[config.mk]
export PLATFORM = sky130hd
export DESIGN_NAME = timer_controller_flat
export DESIGN_NICKNAME = d
export VERILOG_FILES = /design/src/rtl/timer_pkg.sv /design/src/rtl/timer_controller_if.sv /design/src/rtl/bcd_mmss_counter.sv /design/src/rtl/timer_controller.sv /design/src/flat_wrapper.sv
export SDC_FILE = /design/constraint.sdc
export NUM_CORES = 1
export LEC_CHECK = 0
export CORE_ASPECT_RATIO = 1.5
export CORE_MARGIN = 4
export CORE_UTILIZATION = 62
export CTS_BUF_LIST = sky130_fd_sc_hd__clkbuf_4 sky130_fd_sc_hd__clkbuf_8
export DETAILED_ROUTE_END_ITERATION = 12
export PLACE_DENSITY = 0.83
export SYNTH_ARGS = -nofsm -noshare
export SYNTH_HDL_FRONTEND = slang
export SYNTH_SLANG_ARGS = --single-unit
[constraint.sdc]
create_clock -name i_clk -period 3.8 [get_ports i_clk]
set_input_delay 0.76 -clock i_clk [delete_from_list [all_inputs] [get_ports i_clk]]
set_output_delay 0.76 -clock i_clk [all_outputs]
set_load 0.01 [all_outputs]
[src/rtl/timer_pkg.sv]
// Shared types and helpers for the timer/stopwatch controller.
// Contents: FSM state encodings, mode encodings, the packed MM:SS BCD struct,
// and the preset increment helpers (seconds wrap 59->00 without carry,
// minutes wrap at the configured maximum).
package timer_pkg;

  localparam int unsigned DIGIT_W = 4;
  localparam logic [DIGIT_W-1:0] SEC_MAX_TENS = 4'd5;

  typedef enum logic [1:0] {
    ST_IDLE  = 2'b00,
    ST_RUN   = 2'b01,
    ST_PAUSE = 2'b10,
    ST_DONE  = 2'b11
  } state_t;

  typedef enum logic {
    MODE_SW  = 1'b0,
    MODE_TMR = 1'b1
  } mode_t;

  typedef struct packed {
    logic [DIGIT_W-1:0] min_tens;
    logic [DIGIT_W-1:0] min_ones;
    logic [DIGIT_W-1:0] sec_tens;
    logic [DIGIT_W-1:0] sec_ones;
  } mmss_t;

  // Binary 0..99 to two BCD digits {tens, ones}.
  function automatic logic [7:0] to_bcd2(input int unsigned v);
    to_bcd2 = {4'((v / 10) % 10), 4'(v % 10)};
  endfunction

  // Preset second +1: wraps 59 -> 00 and leaves the minutes alone.
  function automatic mmss_t preset_inc_sec(input mmss_t v);
    preset_inc_sec = v;
    if (v.sec_ones != 4'd9) begin
      preset_inc_sec.sec_ones = v.sec_ones + 4'd1;
    end else begin
      preset_inc_sec.sec_ones = '0;
      preset_inc_sec.sec_tens = (v.sec_tens == SEC_MAX_TENS) ? '0 : v.sec_tens + 4'd1;
    end
  endfunction

  // Preset minute +1: wraps max_bcd -> 00.
  function automatic mmss_t preset_inc_min(input mmss_t v, input logic [7:0] max_bcd);
    preset_inc_min = v;
    if ({v.min_tens, v.min_ones} == max_bcd) begin
      preset_inc_min.min_tens = '0;
      preset_inc_min.min_ones = '0;
    end else if (v.min_ones != 4'd9) begin
      preset_inc_min.min_ones = v.min_ones + 4'd1;
    end else begin
      preset_inc_min.min_ones = '0;
      preset_inc_min.min_tens = v.min_tens + 4'd1;
    end
  endfunction

endpackage

[src/rtl/timer_controller_if.sv]
// Button-pulse / display-output bundle of the timer controller.
// master: drives the one-cycle button pulses, reads the display/status outputs.
// slave : the controller side.
interface timer_controller_if;
  import timer_pkg::*;

  logic               i_start_pulse;
  logic               i_clear_pulse;
  logic               i_mode_pulse;
  logic               i_inc_min_pulse;
  logic               i_inc_sec_pulse;
  logic [DIGIT_W-1:0] o_min_tens;
  logic [DIGIT_W-1:0] o_min_ones;
  logic [DIGIT_W-1:0] o_sec_tens;
  logic [DIGIT_W-1:0] o_sec_ones;
  logic [1:0]         o_state;
  logic               o_mode;
  logic               o_expired;

  modport master (
    output i_start_pulse, i_clear_pulse, i_mode_pulse, i_inc_min_pulse, i_inc_sec_pulse,
    input  o_min_tens, o_min_ones, o_sec_tens, o_sec_ones, o_state, o_mode, o_expired
  );

  modport slave (
    input  i_start_pulse, i_clear_pulse, i_mode_pulse, i_inc_min_pulse, i_inc_sec_pulse,
    output o_min_tens, o_min_ones, o_sec_tens, o_sec_ones, o_state, o_mode, o_expired
  );
endinterface

[src/rtl/bcd_mmss_counter.sv]
// MM:SS BCD up/down counter.
// Ports: i_clk, i_rst (sync, active-high), i_load/i_load_val (load has priority),
// i_en (one step), i_down (1 = count down), o_count, o_is_zero (00:00),
// o_is_max (MAX_MIN:59). Counting saturates at 00:00 down and MAX_MIN:59 up.
module bcd_mmss_counter
  import timer_pkg::*;
#(
  parameter int unsigned MAX_MIN = 59
) (
  input  logic  i_clk,
  input  logic  i_rst,
  input  logic  i_load,
  input  mmss_t i_load_val,
  input  logic  i_en,
  input  logic  i_down,
  output mmss_t o_count,
  output logic  o_is_zero,
  output logic  o_is_max
);

  localparam logic [7:0] MAX_BCD = to_bcd2(MAX_MIN);

  mmss_t cnt_q;
  mmss_t cnt_up;
  mmss_t cnt_dn;

  always_comb begin
    cnt_up = cnt_q;
    if (cnt_q.sec_ones != 4'd9) begin
      cnt_up.sec_ones = cnt_q.sec_ones + 4'd1;
    end else begin
      cnt_up.sec_ones = '0;
      if (cnt_q.sec_tens != SEC_MAX_TENS) begin
        cnt_up.sec_tens = cnt_q.sec_tens + 4'd1;
      end else begin
        cnt_up.sec_tens = '0;
        if (cnt_q.min_ones != 4'd9) begin
          cnt_up.min_ones = cnt_q.min_ones + 4'd1;
        end else begin
          cnt_up.min_ones = '0;
          cnt_up.min_tens = cnt_q.min_tens + 4'd1;
        end
      end
    end
  end

  always_comb begin
    cnt_dn = cnt_q;
    if (cnt_q.sec_ones != 4'd0) begin
      cnt_dn.sec_ones = cnt_q.sec_ones - 4'd1;
    end else begin
      cnt_dn.sec_ones = 4'd9;
      if (cnt_q.sec_tens != 4'd0) begin
        cnt_dn.sec_tens = cnt_q.sec_tens - 4'd1;
      end else begin
        cnt_dn.sec_tens = SEC_MAX_TENS;
        if (cnt_q.min_ones != 4'd0) begin
          cnt_dn.min_ones = cnt_q.min_ones - 4'd1;
        end else begin
          cnt_dn.min_ones = 4'd9;
          cnt_dn.min_tens = cnt_q.min_tens - 4'd1;
        end
      end
    end
  end

  assign o_is_zero = (cnt_q == '0);
  assign o_is_max  = ({cnt_q.min_tens, cnt_q.min_ones} == MAX_BCD) &&
                     (cnt_q.sec_tens == SEC_MAX_TENS) && (cnt_q.sec_ones == 4'd9);
  assign o_count   = cnt_q;

  always_ff @(posedge i_clk) begin
    if (i_rst) begin
      cnt_q <= '0;
    end else if (i_load) begin
      cnt_q <= i_load_val;
    end else if (i_en) begin
      if (i_down && !o_is_zero) begin
        cnt_q <= cnt_dn;
      end else if (!i_down && !o_is_max) begin
        cnt_q <= cnt_up;
      end
    end
  end

endmodule

[src/rtl/timer_controller.sv]
// Timer/stopwatch central sequencer.
// Ports: i_clk, i_rst (sync, active-high), bus (timer_controller_if.slave):
//   button pulses in (start, clear, mode, inc_min, inc_sec), BCD MM:SS,
//   state, mode and expired out. Same-cycle pulse priority:
//   clear > start > mode > inc_min > inc_sec.
// Optional feature macro: TIMER_LAP_EN (stopwatch lap freeze on the mode button).
module timer_controller
  import timer_pkg::*;
#(
  parameter int unsigned TICK_DIV = 100_000_000,
  parameter int unsigned MAX_MIN  = 59
) (
  input  logic i_clk,
  input  logic i_rst,
  timer_controller_if.slave bus
);

  localparam int unsigned PW = (TICK_DIV > 1) ? $clog2(TICK_DIV) : 1;
  localparam logic [PW-1:0] PRESC_LAST = PW'(TICK_DIV - 1);
  localparam logic [7:0] MAX_BCD = to_bcd2(MAX_MIN);

  state_t        state;
  mode_t         mode;
  mmss_t         preset;
  logic [PW-1:0] presc;
  logic          expired;

  mmss_t count;
  mmss_t load_val;
  mmss_t disp;
  logic  load;
  logic  en;
  logic  is_zero;
  logic  is_max;
  logic  tick;
  logic  done_hit;

  logic clr_p, start_p, mode_p, min_p, sec_p;
  assign clr_p   = bus.i_clear_pulse;
  assign start_p = bus.i_start_pulse;
  assign mode_p  = bus.i_mode_pulse;
  assign min_p   = bus.i_inc_min_pulse;
  assign sec_p   = bus.i_inc_sec_pulse;

  assign tick = (state == ST_RUN) && (presc == PRESC_LAST);
  // Timer hits zero on the tick that leaves 00:01; stopwatch stops at max.
  assign done_hit = tick && (((mode == MODE_SW) && is_max) ||
                             ((mode == MODE_TMR) && (count == mmss_t'(16'h0001))));

  always_comb begin
    load     = 1'b0;
    load_val = preset;
    en       = 1'b0;
    if (clr_p) begin
      load     = 1'b1;
      load_val = (mode == MODE_TMR) ? preset : '0;
    end else begin
      case (state)
        ST_IDLE: begin
          if (!start_p) begin
            if (mode_p) begin
              load     = 1'b1;
              load_val = (mode == MODE_SW) ? preset : '0;
            end else if (mode == MODE_TMR) begin
              if (min_p) begin
                load     = 1'b1;
                load_val = preset_inc_min(count, MAX_BCD);
              end else if (sec_p) begin
                load     = 1'b1;
                load_val = preset_inc_sec(count);
              end
            end
          end
        end
        ST_RUN: en = !start_p && tick;
        default: ;
      endcase
    end
  end

  bcd_mmss_counter #(
    .MAX_MIN (MAX_MIN)
  ) u_counter (
    .i_clk      (i_clk),
    .i_rst      (i_rst),
    .i_load     (load),
    .i_load_val (load_val),
    .i_en       (en),
    .i_down     (mode == MODE_TMR),
    .o_count    (count),
    .o_is_zero  (is_zero),
    .o_is_max   (is_max)
  );

  always_ff @(posedge i_clk) begin
    if (i_rst) begin
      state   <= ST_IDLE;
      mode    <= MODE_SW;
      preset  <= '0;
      presc   <= '0;
      expired <= 1'b0;
    end else begin
      presc   <= '0;
      expired <= 1'b0;
      if (clr_p) begin
        state <= ST_IDLE;
      end else begin
        case (state)
          ST_IDLE: begin
            if (start_p) begin
              if (!((mode == MODE_TMR) && is_zero)) state <= ST_RUN;
            end else if (mode_p) begin
              mode <= (mode == MODE_SW) ? MODE_TMR : MODE_SW;
            end else if (mode == MODE_TMR) begin
              if (min_p) begin
                preset <= preset_inc_min(preset, MAX_BCD);
              end else if (sec_p) begin
                preset <= preset_inc_sec(preset);
              end
            end
          end
          ST_RUN: begin
            if (start_p) begin
              state <= ST_PAUSE;
            end else if (done_hit) begin
              state   <= ST_DONE;
              expired <= 1'b1;
            end else begin
              presc <= tick ? '0 : presc + PW'(1);
            end
          end
          ST_PAUSE: begin
            if (start_p) state <= ST_RUN;
          end
          ST_DONE: begin
            if (start_p) state <= ST_IDLE;
            else         expired <= 1'b1;
          end
          default: state <= ST_IDLE;
        endcase
      end
    end
  end

`ifdef TIMER_LAP_EN
  logic  lap_on;
  mmss_t lap_val;

  // Freeze survives RUN<->PAUSE; any other exit from RUN/PAUSE releases it.
  always_ff @(posedge i_clk) begin
    if (i_rst) begin
      lap_on  <= 1'b0;
      lap_val <= '0;
    end else if (clr_p) begin
      lap_on <= 1'b0;
    end else if (state == ST_RUN) begin
      if (!start_p) begin
        if (done_hit) begin
          lap_on <= 1'b0;
        end else if (mode_p && (mode == MODE_SW)) begin
          lap_on  <= !lap_on;
          lap_val <= count;
        end
      end
    end else if (state != ST_PAUSE) begin
      lap_on <= 1'b0;
    end
  end

  assign disp = lap_on ? lap_val : count;
`else
  assign disp = count;
`endif

  assign bus.o_min_tens = disp.min_tens;
  assign bus.o_min_ones = disp.min_ones;
  assign bus.o_sec_tens = disp.sec_tens;
  assign bus.o_sec_ones = disp.sec_ones;
  assign bus.o_state    = state;
  assign bus.o_mode     = mode;
  assign bus.o_expired  = expired;

endmodule

[src/flat_wrapper.sv]
// flat-port wrapper written by rule: the top's interface ports become plain ports
module timer_controller_flat import timer_pkg::*;
#(
  parameter int unsigned TICK_DIV = 100_000_000,
  parameter int unsigned MAX_MIN  = 59
)
  (i_clk, i_rst, bus_i_start_pulse, bus_i_clear_pulse, bus_i_mode_pulse, bus_i_inc_min_pulse, bus_i_inc_sec_pulse, bus_o_min_tens, bus_o_min_ones, bus_o_sec_tens, bus_o_sec_ones, bus_o_state, bus_o_mode, bus_o_expired);
  timer_controller_if bus_i ();
  input  logic i_clk;
  input  logic i_rst;
  input wire logic [$bits(bus_i.i_start_pulse)-1:0] bus_i_start_pulse;
  input wire logic [$bits(bus_i.i_clear_pulse)-1:0] bus_i_clear_pulse;
  input wire logic [$bits(bus_i.i_mode_pulse)-1:0] bus_i_mode_pulse;
  input wire logic [$bits(bus_i.i_inc_min_pulse)-1:0] bus_i_inc_min_pulse;
  input wire logic [$bits(bus_i.i_inc_sec_pulse)-1:0] bus_i_inc_sec_pulse;
  output wire logic [$bits(bus_i.o_min_tens)-1:0] bus_o_min_tens;
  output wire logic [$bits(bus_i.o_min_ones)-1:0] bus_o_min_ones;
  output wire logic [$bits(bus_i.o_sec_tens)-1:0] bus_o_sec_tens;
  output wire logic [$bits(bus_i.o_sec_ones)-1:0] bus_o_sec_ones;
  output wire logic [$bits(bus_i.o_state)-1:0] bus_o_state;
  output wire logic [$bits(bus_i.o_mode)-1:0] bus_o_mode;
  output wire logic [$bits(bus_i.o_expired)-1:0] bus_o_expired;
  assign bus_i.i_start_pulse = bus_i_start_pulse;
  assign bus_i.i_clear_pulse = bus_i_clear_pulse;
  assign bus_i.i_mode_pulse = bus_i_mode_pulse;
  assign bus_i.i_inc_min_pulse = bus_i_inc_min_pulse;
  assign bus_i.i_inc_sec_pulse = bus_i_inc_sec_pulse;
  assign bus_o_min_tens = bus_i.o_min_tens;
  assign bus_o_min_ones = bus_i.o_min_ones;
  assign bus_o_sec_tens = bus_i.o_sec_tens;
  assign bus_o_sec_ones = bus_i.o_sec_ones;
  assign bus_o_state = bus_i.o_state;
  assign bus_o_mode = bus_i.o_mode;
  assign bus_o_expired = bus_i.o_expired;
  timer_controller #(.TICK_DIV(TICK_DIV), .MAX_MIN(MAX_MIN)) u_core (.i_clk(i_clk), .i_rst(i_rst), .bus(bus_i));
endmodule
### After elaboration in Yosys (flattened, before gate mapping)

Cells that the tools add are included.

* output and inout port bits: 20
* register bits after elaboration: 63

* multiplexer cells: 57
* eq/ne operators: 29
* reductions and logical operators: 34
* $add $sub $neg: 13
* bitwise gates (word level): 7

Operators by type and width (number)
* two-way mux 16 bit: 14
* two-way mux 4 bit: 15
* two-way mux 8 bit: 5
* adder 4 x 1 -> 4 bit, second input constant: 8
* adder 27 x 1 -> 27 bit, second input constant: 1
* equality test 27 bit, second input constant: 1
* two-way mux 12 bit: 2
* AND reduction 7 bit: 3
* equality test 16 x 1 -> 1 bit, second input constant: 1
* equality test 8 x 7 -> 1 bit, second input constant: 2
* zero test 16 bit: 1
* != test 4 bit, second input constant: 4
* != test 8 bit, second input constant: 2
* AND reduction 8 bit: 2
* subtractor 4 x 1 -> 4 bit, second input constant: 4
* != test 3 x 2 -> 1 bit, second input constant: 5
* two-way mux 1 bit: 13
* two-way mux 2 bit: 6
* AND reduction 6 bit: 2
* nonzero test 4 bit: 3
* logical AND 1 bit: 10
* equality test 4 x 3 -> 1 bit, second input constant: 2
* != test 2 bit, second input constant: 4
* one-hot mux 2 bit (4 select lines): 1
* 19 further kinds: 29

### Logic depth before layout (Yosys ltp)

Gate-level depths: netlist of run 1.

* depth after elaboration: 11
* depth in mapped cells: 10
* gate-level depth less buffers: 8

### Modules after synthesis

A second synthesis of run 1 with hierarchy kept.

* cell total of the unflattened synthesis: 608
* area total of the unflattened synthesis: 4652.0 µm²

Modules (own cells, without submodules)
* timer_controller: seq. area each 940.9 µm², cells an instance 406, times used 1, area each 3151.8 µm²
* bcd_mmss_counter: seq. area each 320.3 µm², cells an instance 202, times used 1, area each 1500.2 µm²

### Least setup slack after synthesis of run 1

Ideal clock, no wire load.

* path type: register -> register
* start: register u_core.u_counter.cnt_q, in the netlist u_core.u_counter.o_count[4]
* end: register u_core.u_counter.cnt_q, in the netlist u_core.u_counter.o_count[10]
* stages on the path, launching flop included: 11
* library setup time: 0.121 ns
* clock period less this slack: 2.728 ns
* buffers on the path: 2
* path slack: 1.072 ns
* arrival time: 2.607 ns
* data required time: 3.679 ns
* path through: dfxtp_1 > inv_1 > ha_1 > or3b_2 > clkbuf_2 > o41a_1 > buf_4 > a21oi_1 > o21ai_0 > and2_4 > mux2_4

* longest elaborated chain between the ends: 7

Ends and longest elaborated chain
* start, declared: RTL line bcd_mmss_counter.sv:23 `mmss_t cnt_q;`
* start signal, assigned: RTL line bcd_mmss_counter.sv:76 `cnt_q <= i_load_val;`
* start signal, assigned: RTL line bcd_mmss_counter.sv:79 `cnt_q <= cnt_dn;`
* start signal, assigned: RTL line bcd_mmss_counter.sv:81 `cnt_q <= cnt_up;`
* equality test 4 x 3 -> 1 bit: RTL line bcd_mmss_counter.sv:69 `(cnt_q.sec_tens == SEC_MAX_TENS) && (cnt_q.sec_ones == 4'd9);`
* logical AND 1 bit: RTL line bcd_mmss_counter.sv:68 `assign o_is_max = ({cnt_q.min_tens, cnt_q.min_ones} == MAX_BCD) &&`
* logical AND 1 bit: RTL line bcd_mmss_counter.sv:69
* zero test 1 bit: RTL line bcd_mmss_counter.sv:80 `end else if (!i_down && !o_is_max) begin`
* logical AND 1 bit: RTL line bcd_mmss_counter.sv:80
* nonzero test 3 bit (no source line)
* AND reduction 7 bit (no source line)

Parallel ways exist; a longest one is shown, timed or not. The select of a mux whose other input is x is not followed.
A chain may end at the register's enable or synchronous reset.

### Worst setup path in the final report of run 1

* start: register u_core.u_counter.cnt_q, in the netlist u_core.u_counter.o_count[0]
* end: register u_core.u_counter.cnt_q, in the netlist u_core.u_counter.o_count[13]

* longest elaborated chain between the ends: 6

Ends and longest elaborated chain (RTL line)
* equality test 4 bit / zero test 16 bit (equally long branches): bcd_mmss_counter.sv:69, bcd_mmss_counter.sv:67
* logical AND 1 bit / zero test 1 bit (equally long branches): bcd_mmss_counter.sv:69, bcd_mmss_counter.sv:78
* zero test 1 bit / logical AND 1 bit (equally long branches): bcd_mmss_counter.sv:80, bcd_mmss_counter.sv:78
* logical AND 1 bit / two-way mux 16 bit (equally long branches): bcd_mmss_counter.sv:80, bcd_mmss_counter.sv:78
* nonzero test 3 bit (no source line) / two-way mux 16 bit (equally long branches)
* AND reduction 8 bit (no source line) / two-way mux 16 bit (equally long branches)

Parallel ways exist; a longest one is shown, timed or not. The select of a mux whose other input is x is not followed.

==> impl_metrics.py, run 1 <==
metrics = {
    "place": {
        "portBuffers": 26,
        "dpl.hpwl_um": 8006,
        "placed_area_sq_mm": 0.004611,
        "place_congestion": 0.9387,
        "placed_cells": 633,
        "post-place-ws_ns": 0.3816,
    },
    "floorplanning": {
        "fp-row-count": 37,
        "die_h_um": 110.5,
        "die_width_um": 76.31,
        "ios": 27,
        "start_util_pct": 63.33,
        "die_area_sq_mm": 0.008429,
        "core_area_sq_mm": 0.006852,
    },
    "yosys": {
        "synth-seq-area-share_pct": 29.07,
        "syn_area_sq_mm": 0.004339,
        "synth_edf_count": 0,
        "synth_common_cells": "63 x dfxtp_1, 63 x nor2_1, 36 x a21oi_1, 35 x nand2_1",
        "async_flop_share_pct": 0,
        "synthSimpleGateAreaFrac_pct": 29.61,
        "yosys.area.top_type": "dfxtp_1",
        "synth_top_family_by_area": "simple AND/OR/NAND/NOR gates",
        "syn_nets": 577,
        "synth_top_area_share_pct": 29.07,
        "synthAdderAreaFrac_pct": 4.614,
        "netlist_instances": 554,
        "synth_area_leaders": "dfxtp_1 29%, nor2_1 5.4%, xnor2_1 4.6%",
        "yosysUniqueCellTypes": 77,
        "synth_flop_cell": "dfxtp_1",
        "synthMuxAreaShare_pct": 2.480,
        "synth_xor_area_share_pct": 7.670,
        "syn_area_per_cell_sq_um": 7.832,
        "synth-compound-area-share_pct": 21.28,
        "yosysWarnings": 0,
        "ys_seq_elements": 63,
    },
    "pwr": {
        "p_clk_share_pct": 37.3,
        "netSwitchingFraction_pct": 28.87,
        "power_density_mw_per_mm2": 328.9,
        "internal_power_mw": 1.125,
        "peakVddDrop_uv": 253.1,
        "p_switching_mw": 0.4564,
        "power_frac_comb_pct": 17.8,
        "p_leak_nw": 1.635,
        "seq_power_share_pct": 44.9,
    },
    "finish": {
        "n_antenna_cell": 0,
        "area_delta_synth_final_pct": 10.78,
        "fill_cells": 574,
        "drive_gt1_share_pct": 7.018,
        "nets": 589,
        "final_area_sq_mm": 0.004807,
        "instances_no_fill": 648,
    },
    "setup_path": {
        "crit_path_start_kind": "register",
        "worstPathArrival_ns": 3.49,
        "cp_max_fo": 11,
        "required_ns": 4.06,
        "worstSetupPathType": "register to register",
        "cp-end-kind": "register",
    },
    "timing": {
        "fmax_mhz": 309.1,
        "hold_ws_ns": 0.4697,
        "tns_ns": 0,
        "tightest_slew_ns": 0.8098,
        "setup_viol": 0,
        "timing.final.crit_period_ns": 3.235,
        "rsz0062_at_grt": "false",
        "hold_viol": 0,
        "finalCritPeriodShare_pct": 85.14,
        "fin_ws_ns": 0.5647,
        "skew_ns": 0.008208,
        "drv_slew": 0,
        "slew_headroom_pct": 46.01,
    },
    "clock_network": {
        "numCtsBuffers": 9,
        "clock_latency_ns": 0.35,
        "cts_root_buffer": "clkbuf_8",
        "cts_setup_buffers": 0,
        "cts.path.max_buffers": 2,
        "clkTransAtPathRegs_ns": 0.07,
        "hold_buffers": 0,
        "clock_sinks": 63,
        "htreeDepth": 3,
        "cts-resized-gates": 0,
        "cts_tree": "done",
    },
    "run_status": {
        "status": "finished, final reports clean",
    },
    "detailed_routing": {
        "firstDrtPassIters": 5,
        "antenna_left": 0,
        "totalWireLength_um": 11260,
        "first_iter_violations": 441,
        "post_drt_wl_per_cell_um": 17.38,
        "via_count": 4315,
        "routed_via_density": 6.659,
        "drcViolationCount": 0,
    },
    "global_routing": {
        "grt_pass1_wl_um": 18940,
        "grt_pass1_vias": 4086,
        "antenna_found_initial": 0,
        "grt-ovfl-total": 0,
        "grt_max_degree": 29,
        "grt_usage_pct": 27.15,
    },
    "hold_path": {
        "hp-class": "register to register",
    },
    "run": {
        "max_cap_viol_count": 0,
    },
}
## registers in the layout, summed over array words and instances (netlist names)
name	flops
u_core.presc	27
u_core.preset	16
u_core.bus.o_mode	1
u_core.bus.o_expired	1
u_core.bus.o_state	2
u_core.u_counter.o_count	16
## worst max-delay path, stage by stage (launching register included)
cell and delay (ns):
dfxtp_1 0.52, inv_1 0.14, ha_1 0.30, or3b_2 0.30
o41a_1 0.49, o2111ai_2 0.31, a211o_1 0.45, or4_1 0.53
o31ai_1 0.09
## worst paths after layout
path                                       startpoint                                   endpoint  slack (ns)  cells past startpoint
max          u_core.u_counter.o_count[0]$_SDFFE_PP0P_  u_core.u_counter.o_count[13]$_SDFFE_PP0P_        0.56                      8
min                        u_core.presc[0]$_SDFF_PP0_                 u_core.presc[0]$_SDFF_PP0_        0.47                      1
max reg2reg  u_core.u_counter.o_count[0]$_SDFFE_PP0P_  u_core.u_counter.o_count[13]$_SDFFE_PP0P_        0.56                      8
min reg2reg                u_core.presc[0]$_SDFF_PP0_                 u_core.presc[0]$_SDFF_PP0_        0.47                      1
## stage by stage
stage / utilization (%) / total power [mW]
5_1_grt: 70.16 / 1.646
2_1_floorplan: - / 0.9177
4_1_cts: 70.16 / 1.586
6_report: 70.16 / 1.581
3_5_place_dp: 67.29 / 0.9974
3_3_place_gp: 67.29 / 0.9902
## routing by layer
layer	share of wire [%]	up-vias	global-route usage, %
li1	-	2062	-
met1	39	2041	29.92
met2	50	163	47.39
met3	6.0	49	5.465
met4	4.6	0	16.32
met5	0	-	0
## power by group through the flow
stage	Combinational (mW)	Sequential [mW]	Clock, mW
after floorplan	0.211	0.707	0
after global placement	0.268	0.722	0
after detailed placement	0.274	0.724	0
after CTS	0.275	0.709	0.602
after global routing	0.306	0.713	0.626
final	0.281	0.710	0.590
## kinds of logic (layout without fill, tap and decap cells)
kind of cell	after synthesis	count (layout)
multiplexers	10	10
flip-flops	63	63
AO/OA/AOI/OAI	132	132
buffers and inverters	54	70
AND/OR/NAND/NOR	241	241
XOR/XNOR	38	38
adder cells (fa/ha/maj)	16	16
## cells in the final DEF (no fill, tap or decap), drive strengths merged, types with 15 or more instances in the layout
cell type / netlist / layout
nand2: 35 / 35
dfxtp: 63 / 63
xor2: 15 / 15
nor2: 63 / 63
nand3: 28 / 28
inv: 19 / 19
o21ai: 23 / 23
xnor2: 23 / 23
ha: 16 / 16
a21oi: 36 / 36
clkdlybuf4s50: 0 / 26
nor3: 28 / 28
## layout make-up
class	count	area (sq um)	area share, %
clock inverters	4	45.04	0.9370
clock buffers	11	151.4	3.149
repair buffers	35	327.8	6.819
inverters	20	75.07	1.562
well taps	78	97.59	2.030
multi-input cells	437	2849	59.27
flip-flops and latches	63	1261	26.24
Power figures use the tool's default switching activity.
==> run 2: changes to the inputs <==
SLEW_MARGIN = 10   (was unset)
==> results of run 2 <==
The final DEF is identical to that of run 1; final timing and power are the same.
==> run 3: changes to the inputs <==
ABC_AREA = 0   (was unset)
==> results of run 3 <==
The final DEF is identical to that of run 1; final timing and power are the same.
